===== src/rtl/v_alu_pkg.sv =====
// Shared vector ALU definitions: SEW encoding, packed sub_result lane layout and
// element byte-position helpers used by the subtractor and the min/max selector.
package v_alu_pkg;

    typedef enum logic [1:0] {
        Sew8  = 2'd0,
        Sew16 = 2'd1,
        Sew32 = 2'd2,
        Sew64 = 2'd3
    } sew_e;

    localparam int unsigned LANE_W        = 10;
    localparam int unsigned LANE_DATA_LSB = 1;
    localparam int unsigned LANE_SIGN_BIT = 9;

    // Bytes per element; without 64-bit support sew=3 collapses to 32-bit elements.
    function automatic int unsigned elem_bytes(input logic [1:0] sew, input logic en64);
        if ((sew == Sew64) && !en64) begin
            return 32'd4;
        end
        return 32'd1 << sew;
    endfunction

    function automatic logic elem_lsb(input logic [1:0] sew, input int unsigned byte_idx,
                                      input logic en64);
        return (byte_idx & (elem_bytes(sew, en64) - 32'd1)) == 32'd0;
    endfunction

    function automatic logic elem_msb(input logic [1:0] sew, input int unsigned byte_idx,
                                      input logic en64);
        return (byte_idx & (elem_bytes(sew, en64) - 32'd1)) == (elem_bytes(sew, en64) - 32'd1);
    endfunction

endpackage


===== src/rtl/v_seg_operand_fmt.sv =====
// Combinational guard-bit formatter: builds the A/B adder operands for one SEW so a single
// wide add yields per-element vec0 - vec1. Honours V_SEGSUB_64_EN for 64-bit elements.
module v_seg_operand_fmt
    import v_alu_pkg::*;
#(
    parameter int unsigned REQ_DATA_WIDTH = 64,
    parameter int unsigned SEW_WIDTH      = 2
) (
    input  logic [REQ_DATA_WIDTH-1:0]                 vec0_i,
    input  logic [REQ_DATA_WIDTH-1:0]                 vec1_i,
    input  logic [SEW_WIDTH-1:0]                      sew_i,
    input  logic                                      signed_i,
    output logic [LANE_W*(REQ_DATA_WIDTH/8)-1:0]      a_o,
    output logic [LANE_W*(REQ_DATA_WIDTH/8)-1:0]      b_o
);

    localparam int unsigned BeW = REQ_DATA_WIDTH / 8;

`ifdef V_SEGSUB_64_EN
    localparam logic En64 = (REQ_DATA_WIDTH >= 64);
`else
    localparam logic En64 = 1'b0;
`endif

    logic [1:0] sew2;
    assign sew2 = sew_i[1:0];

    always_comb begin
        a_o = '0;
        b_o = '0;
        for (int unsigned k = 0; k < BeW; k++) begin
            // Default lane: both guards propagate the carry through untouched.
            a_o[LANE_W*k +: LANE_W] = {1'b1, vec0_i[8*k +: 8], 1'b1};
            b_o[LANE_W*k +: LANE_W] = {1'b0, ~vec1_i[8*k +: 8], 1'b0};
            // 1+1 at the element LSB injects the +1 and swallows the neighbour's carry.
            if (elem_lsb(sew2, k, En64)) begin
                b_o[LANE_W*k] = 1'b1;
            end
            if (elem_msb(sew2, k, En64)) begin
                a_o[LANE_W*k + LANE_SIGN_BIT] = signed_i & vec0_i[8*k + 7];
                b_o[LANE_W*k + LANE_SIGN_BIT] = ~(signed_i & vec1_i[8*k + 7]);
            end
        end
    end

endmodule


===== src/rtl/v_seg_subtractor.sv =====
// Two-stage segmented subtractor: stage 1 registers formatted operands, stage 2 the wide sum.
// Optional 64-bit elements via V_SEGSUB_64_EN (see v_seg_operand_fmt).
module v_seg_subtractor
    import v_alu_pkg::*;
#(
    parameter int unsigned REQ_DATA_WIDTH = 64,
    parameter int unsigned SEW_WIDTH      = 2,
    parameter int unsigned TAG_WIDTH      = 4,
    parameter int unsigned REQ_BE_WIDTH   = REQ_DATA_WIDTH / 8
) (
    input  logic                      clk,
    input  logic                      rst,
    input  logic                      flush,
    input  logic                      in_valid,
    output logic                      in_ready,
    input  logic [REQ_DATA_WIDTH-1:0] in_vec0,
    input  logic [REQ_DATA_WIDTH-1:0] in_vec1,
    input  logic [SEW_WIDTH-1:0]      in_sew,
    input  logic                      in_signed,
    input  logic                      in_minmax_sel,
    input  logic [TAG_WIDTH-1:0]      in_tag,
    output logic                      out_valid,
    input  logic                      out_ready,
    output logic [REQ_DATA_WIDTH-1:0] out_vec0,
    output logic [REQ_DATA_WIDTH-1:0] out_vec1,
    output logic [SEW_WIDTH-1:0]      out_sew,
    output logic                      out_minmax_sel,
    output logic [TAG_WIDTH-1:0]      out_tag,
    output logic [REQ_DATA_WIDTH+16:0] out_sub_result,
    output logic                      busy
);

    localparam int unsigned SumW = LANE_W * REQ_BE_WIDTH;
    localparam int unsigned PadW = REQ_DATA_WIDTH + 17 - SumW;

    logic [SumW-1:0] fmt_a, fmt_b;

    logic                      s1_valid_q, s1_valid_d;
    logic [SumW-1:0]           s1_a_q, s1_a_d;
    logic [SumW-1:0]           s1_b_q, s1_b_d;
    logic [REQ_DATA_WIDTH-1:0] s1_vec0_q, s1_vec0_d;
    logic [REQ_DATA_WIDTH-1:0] s1_vec1_q, s1_vec1_d;
    logic [SEW_WIDTH-1:0]      s1_sew_q, s1_sew_d;
    logic                      s1_sel_q, s1_sel_d;
    logic [TAG_WIDTH-1:0]      s1_tag_q, s1_tag_d;

    logic                      s2_valid_q, s2_valid_d;
    logic [SumW-1:0]           s2_sum_q, s2_sum_d;
    logic [REQ_DATA_WIDTH-1:0] s2_vec0_q, s2_vec0_d;
    logic [REQ_DATA_WIDTH-1:0] s2_vec1_q, s2_vec1_d;
    logic [SEW_WIDTH-1:0]      s2_sew_q, s2_sew_d;
    logic                      s2_sel_q, s2_sel_d;
    logic [TAG_WIDTH-1:0]      s2_tag_q, s2_tag_d;

    logic s1_adv;

    v_seg_operand_fmt #(
        .REQ_DATA_WIDTH (REQ_DATA_WIDTH),
        .SEW_WIDTH      (SEW_WIDTH)
    ) u_fmt (
        .vec0_i   (in_vec0),
        .vec1_i   (in_vec1),
        .sew_i    (in_sew),
        .signed_i (in_signed),
        .a_o      (fmt_a),
        .b_o      (fmt_b)
    );

    assign s1_adv   = !s2_valid_q || out_ready;
    assign in_ready = !s1_valid_q || s1_adv;

    always_comb begin
        s1_valid_d = s1_valid_q;
        s1_a_d     = s1_a_q;
        s1_b_d     = s1_b_q;
        s1_vec0_d  = s1_vec0_q;
        s1_vec1_d  = s1_vec1_q;
        s1_sew_d   = s1_sew_q;
        s1_sel_d   = s1_sel_q;
        s1_tag_d   = s1_tag_q;
        s2_valid_d = s2_valid_q;
        s2_sum_d   = s2_sum_q;
        s2_vec0_d  = s2_vec0_q;
        s2_vec1_d  = s2_vec1_q;
        s2_sew_d   = s2_sew_q;
        s2_sel_d   = s2_sel_q;
        s2_tag_d   = s2_tag_q;

        // Payload only moves on a real transfer so a stalled output stays stable.
        if (s1_adv) begin
            s2_valid_d = s1_valid_q;
            if (s1_valid_q) begin
                s2_sum_d  = s1_a_q + s1_b_q;
                s2_vec0_d = s1_vec0_q;
                s2_vec1_d = s1_vec1_q;
                s2_sew_d  = s1_sew_q;
                s2_sel_d  = s1_sel_q;
                s2_tag_d  = s1_tag_q;
            end
        end

        if (in_ready) begin
            s1_valid_d = in_valid;
            if (in_valid) begin
                s1_a_d    = fmt_a;
                s1_b_d    = fmt_b;
                s1_vec0_d = in_vec0;
                s1_vec1_d = in_vec1;
                s1_sew_d  = in_sew;
                s1_sel_d  = in_minmax_sel;
                s1_tag_d  = in_tag;
            end
        end

        if (flush) begin
            s1_valid_d = 1'b0;
            s2_valid_d = 1'b0;
        end
    end

    always_ff @(posedge clk) begin
        if (rst) begin
            s1_valid_q <= 1'b0;
            s1_a_q     <= '0;
            s1_b_q     <= '0;
            s1_vec0_q  <= '0;
            s1_vec1_q  <= '0;
            s1_sew_q   <= '0;
            s1_sel_q   <= 1'b0;
            s1_tag_q   <= '0;
            s2_valid_q <= 1'b0;
            s2_sum_q   <= '0;
            s2_vec0_q  <= '0;
            s2_vec1_q  <= '0;
            s2_sew_q   <= '0;
            s2_sel_q   <= 1'b0;
            s2_tag_q   <= '0;
        end else begin
            s1_valid_q <= s1_valid_d;
            s1_a_q     <= s1_a_d;
            s1_b_q     <= s1_b_d;
            s1_vec0_q  <= s1_vec0_d;
            s1_vec1_q  <= s1_vec1_d;
            s1_sew_q   <= s1_sew_d;
            s1_sel_q   <= s1_sel_d;
            s1_tag_q   <= s1_tag_d;
            s2_valid_q <= s2_valid_d;
            s2_sum_q   <= s2_sum_d;
            s2_vec0_q  <= s2_vec0_d;
            s2_vec1_q  <= s2_vec1_d;
            s2_sew_q   <= s2_sew_d;
            s2_sel_q   <= s2_sel_d;
            s2_tag_q   <= s2_tag_d;
        end
    end

    assign out_valid      = s2_valid_q;
    assign out_vec0       = s2_vec0_q;
    assign out_vec1       = s2_vec1_q;
    assign out_sew        = s2_sew_q;
    assign out_minmax_sel = s2_sel_q;
    assign out_tag        = s2_tag_q;
    assign out_sub_result = {{PadW{1'b0}}, s2_sum_q};
    assign busy           = s1_valid_q | s2_valid_q;

endmodule


===== config.mk =====
export PLATFORM = sky130hd
export DESIGN_NAME = v_seg_subtractor
export DESIGN_NICKNAME = d
export VERILOG_FILES = /design/src/rtl/v_alu_pkg.sv /design/src/rtl/v_seg_operand_fmt.sv /design/src/rtl/v_seg_subtractor.sv
export SDC_FILE = /design/constraint.sdc
export NUM_CORES = 1
export LEC_CHECK = 0
export ABC_AREA = 0
export CAP_MARGIN = 20
export CORE_MARGIN = 5
export CORE_UTILIZATION = 30
export DETAILED_ROUTE_END_ITERATION = 10
export HOLD_SLACK_MARGIN = 0.06
export PLACE_DENSITY_LB_ADDON = 0.12
export SYNTH_ARGS = -nofsm -noshare
export SYNTH_HDL_FRONTEND = slang
export SYNTH_HIERARCHICAL = 1
export SYNTH_SLANG_ARGS = --single-unit

===== constraint.sdc =====
create_clock -name clk -period 3.2 [get_ports clk]
set_input_delay 0.64 -clock clk [delete_from_list [all_inputs] [get_ports clk]]
set_output_delay 0.64 -clock clk [all_outputs]
set_load 0.03 [all_outputs]

==> impl_results.md <==
- Crit path max fanout: 3
- CTS Sinks: 512
- Compound-gate portion of the synthesized area: 20.0%
- Leak Pwr: 12.2 nW
- Startpoint type of the worst setup path: register
- CP top delay family: compound AO/OA/AOI/OAI gates
- Vias in the first global route: 21200
- Worst vdd ir: 0.000438 V
- Setup Viol. Count Final: 11
- DR pass1 iterations: 5
- Worst path slowest cell: a211o_4
- # fillers: 7967
- Final WL: 85.1 mm
- HP Class: primary input to register
- Global placement routability congestion: 0.904
- Period utilisation layout: 103%
- Synth Area in Adders: 4.45%
- GRT Total Usage: 19.5%
- CP max stage delay: 0.37 ns
- Combinational power share: 12.6%
- Crit. End Element: register
- Worst Path Buf+Inv: 2
- Initial antenna violation count: 5
- Synth Flop Type: dfxtp_1
- Via density: 4.81
- Die Y: 288 microns
- Area of the mapped netlist: 0.0232 sq mm
- Max-slew violations: 0
- Post-Syn Area per Cell: 7.49 sq um
- I/O Pins: 360
- Yosys Warn Count: 6
- Core footprint: 0.0771 sq mm
- DR DRC count: 0
- Post-Synthesis Cells: 3099
- Period minus WS final: 3.28 ns
- EDFF count, synth: 0
- Failing checks: setup timing
- Non-Filler Instances: 4521
- Grt ovf: 0
- DR iter-0 viols: 1321
- Outcome: complete, but fails checks
- Dpl hpwl: 62.3 mm
- Design Power: 15.8 mW
- Count of final hold-check violations: 0
- Yosys cell types: 69
- Area of the die: 0.0831 sq mm
- Net Sw Frac: 26.6%
- Synth top area share: 44.1%
- Worst slack, placed: -0.480 ns
- Power Dens Cells: 511 mW/mm^2
- Clock power frac: 44.4%
- Cell taking the most area after synthesis: dfxtp_1
- Setup ws final: -0.0805 ns
- Post-DR wirelength/cell: 18.8 microns
- Crit Path Class: register to register
- Flops & latches, synth: 512
- Nets: 3651
- Post-DRT Antenna Nets: 0
- Seq/Total Area, Yosys: 44.1%
- Synth top cells by count: 1052 x nand2_1, 590 x a21oi_1, 512 x dfxtp_1
- Num CTS Buffers: 59
- Row cnt: 102
- Max-Cap Viols: 0
- Slew margin rel.: 34.5%
- Mux share of post-synthesis cell area: 0.0862%
- PortBufs: 358
- CTS Hold Bufs: 0
- Async S/R FF share, synth: 0%
- Area Overhead vs Synth: 33.3%
- WP data arrival: 3.79 ns
- Internal power: 11.6 mW
- Critical path, cell by cell: buf_6 -> ha_4 -> a211o_1 -> a211oi_2 -> buf_4 -> nor2_4 -> a221oi_4 -> nor2b_4 -> a211o_4 -> a21oi_4 -> a211o_4 -> a21boi_2 -> or3_1 -> a32o_1
- Flop pwr share: 43.0%
- Clock root buffer: clkbuf_16
- Synth Area in XOR/XNOR: 2.38%
- Die width: 288 microns
- RSZ-0062 raised after global routing: true
- H-tree levels: 2
- Area contributors post-synth: dfxtp_1 44%, nand2_1 17%, a21oi_1 13%
- Least-Margin Pin Slew: 0.983 ns
- WP data required: 3.70 ns
- P_sw: 4.21 mW
- Initial Util: 30.1%
- Clk buf depth: 3
- Clock skew: 0.0163 ns
- Largest family of logic cells by synthesized area: simple AND/OR/NAND/NOR gates
- Worst skew pair latency: 0.62 ns
- Finished Core Util: 40.2%
- Via count: 21700
- Simple-Gate Fraction of Synth Area: 21.6%
- Dpl cells: 4384
- Fmax: 0.305 GHz
- CTS clk-pin slew, worst paths: 0.06 ns
- Most frequent cell after synthesis: nand2_1
- Final hold slack: 0.352 ns
- Critical Path Most Common Cell: a211o_4
- Largest net degree at the start of global routing: 190
- Share of layout cells above drive strength 1: 11.2%
- First-pass GRT wire length: 128 mm
- CTS tree: done
layout make-up:
type,count,area [sq um],share of cell area [%]
Inverter,89,339,1.10
Multi-Input combinational cell,2226,11800,38.3
Timing Repair Buffer,540,5170,16.7
Sequential cell,512,10300,33.1
Clock buffer,87,1780,5.76
Antenna cell,5,12.5,0.0404
Tap cell,1040,1300,4.20
Clock inverter,22,243,0.784
final timing paths:
kind	from	endpoint	slack, ns	cells after the start
worst min-delay path	rst	s1_a_q[68]	0.35	2
worst max-delay path	s1_a_q[1]	s2_sum_q[73]	-0.08	14
worst max register to register	s1_a_q[1]	s2_sum_q[73]	-0.08	14
worst min register to register	s2_sum_q[24]	s2_sum_q[24]	0.45	2
layer usage:
metal,GRT usage [%],up-vias,wire (microns)
li1,-,10900,-
met1,27.0,10300,40000
met2,30.5,449,37900
met3,4.26,120,4960
met4,5.57,0,2280
met5,0,-,0
worst register-to-register path, stage by stage (launching register included):
cell	delay, ns
dfxtp_2	0.33
buf_6	0.12
ha_4	0.23
a211o_1	0.28
a211oi_2	0.22
buf_4	0.17
nor2_4	0.05
a221oi_4	0.30
nor2b_4	0.10
a211o_4	0.37
a21oi_4	0.25
a211o_4	0.19
a21boi_2	0.05
or3_1	0.30
a32o_1	0.22
cells in the final DEF (no fill, tap or decap), drive strengths merged, types with 19 or more instances in the layout:
master and count:
a21o 57, a21oi 596, buf 183, clkbuf 87, clkdlybuf4s50 357, dfxtp 512, ha 81, inv 90
nand2 1054, nand3 20, nand4 29, nor2 51, o21a 20, o21ai 63, o21bai 19, xnor2 37
xor2 26
through the flow:
stage	setup TNS [ns]	instance area, sq um
floorplan	0	23200
CTS	-0.671	30500
global placement	-9.38	28200
global route	-3.45	31000
finish	-0.442	31000
detailed placement	-11.30	28200
timing repair:
action	4_1_cts	5_1_grt
setup endpoints to repair	42	34
pin swaps	41	50
buffers inserted	7	18
resized for setup	62	75
logic make-up (layout without fill, tap and decap cells):
group	after synthesis	in the layout
other cells	2	15
flops	512	512
xor+xnor	63	63
mux	2	2
buf+inv	369	738
simple gates	1246	1246
compound gates	823	823
fa+ha+maj	82	82
sequential cells by signal (all words and copies together) (netlist names):
name            count
out_minmax_sel      1
out_tag             4
out_vec1           64
s1_tag_q            4
s2_sum_q           80
out_vec0           64
s1_b_q             80
s1_vec0_q          64
out_sew             2
s1_sew_q            2
out_valid           1
s1_vec1_q          64
s1_a_q             80
s1_valid_q          1
s1_sel_q            1
power groups by stage:
| stage | clock (mW) | combinational [mW] | sequential, mW |
|---|---|---|---|
| after CTS | 7.26 | 1.97 | 6.80 |
| after global placement | 0 | 1.94 | 6.93 |
| after global routing | 7.51 | 2.18 | 6.83 |
| after floorplan | 0 | 1.04 | 6.99 |
| after detailed placement | 0 | 1.94 | 6.93 |
| final | 7.03 | 1.99 | 6.80 |
No activity file was read; power rests on OpenSTA's default activity.
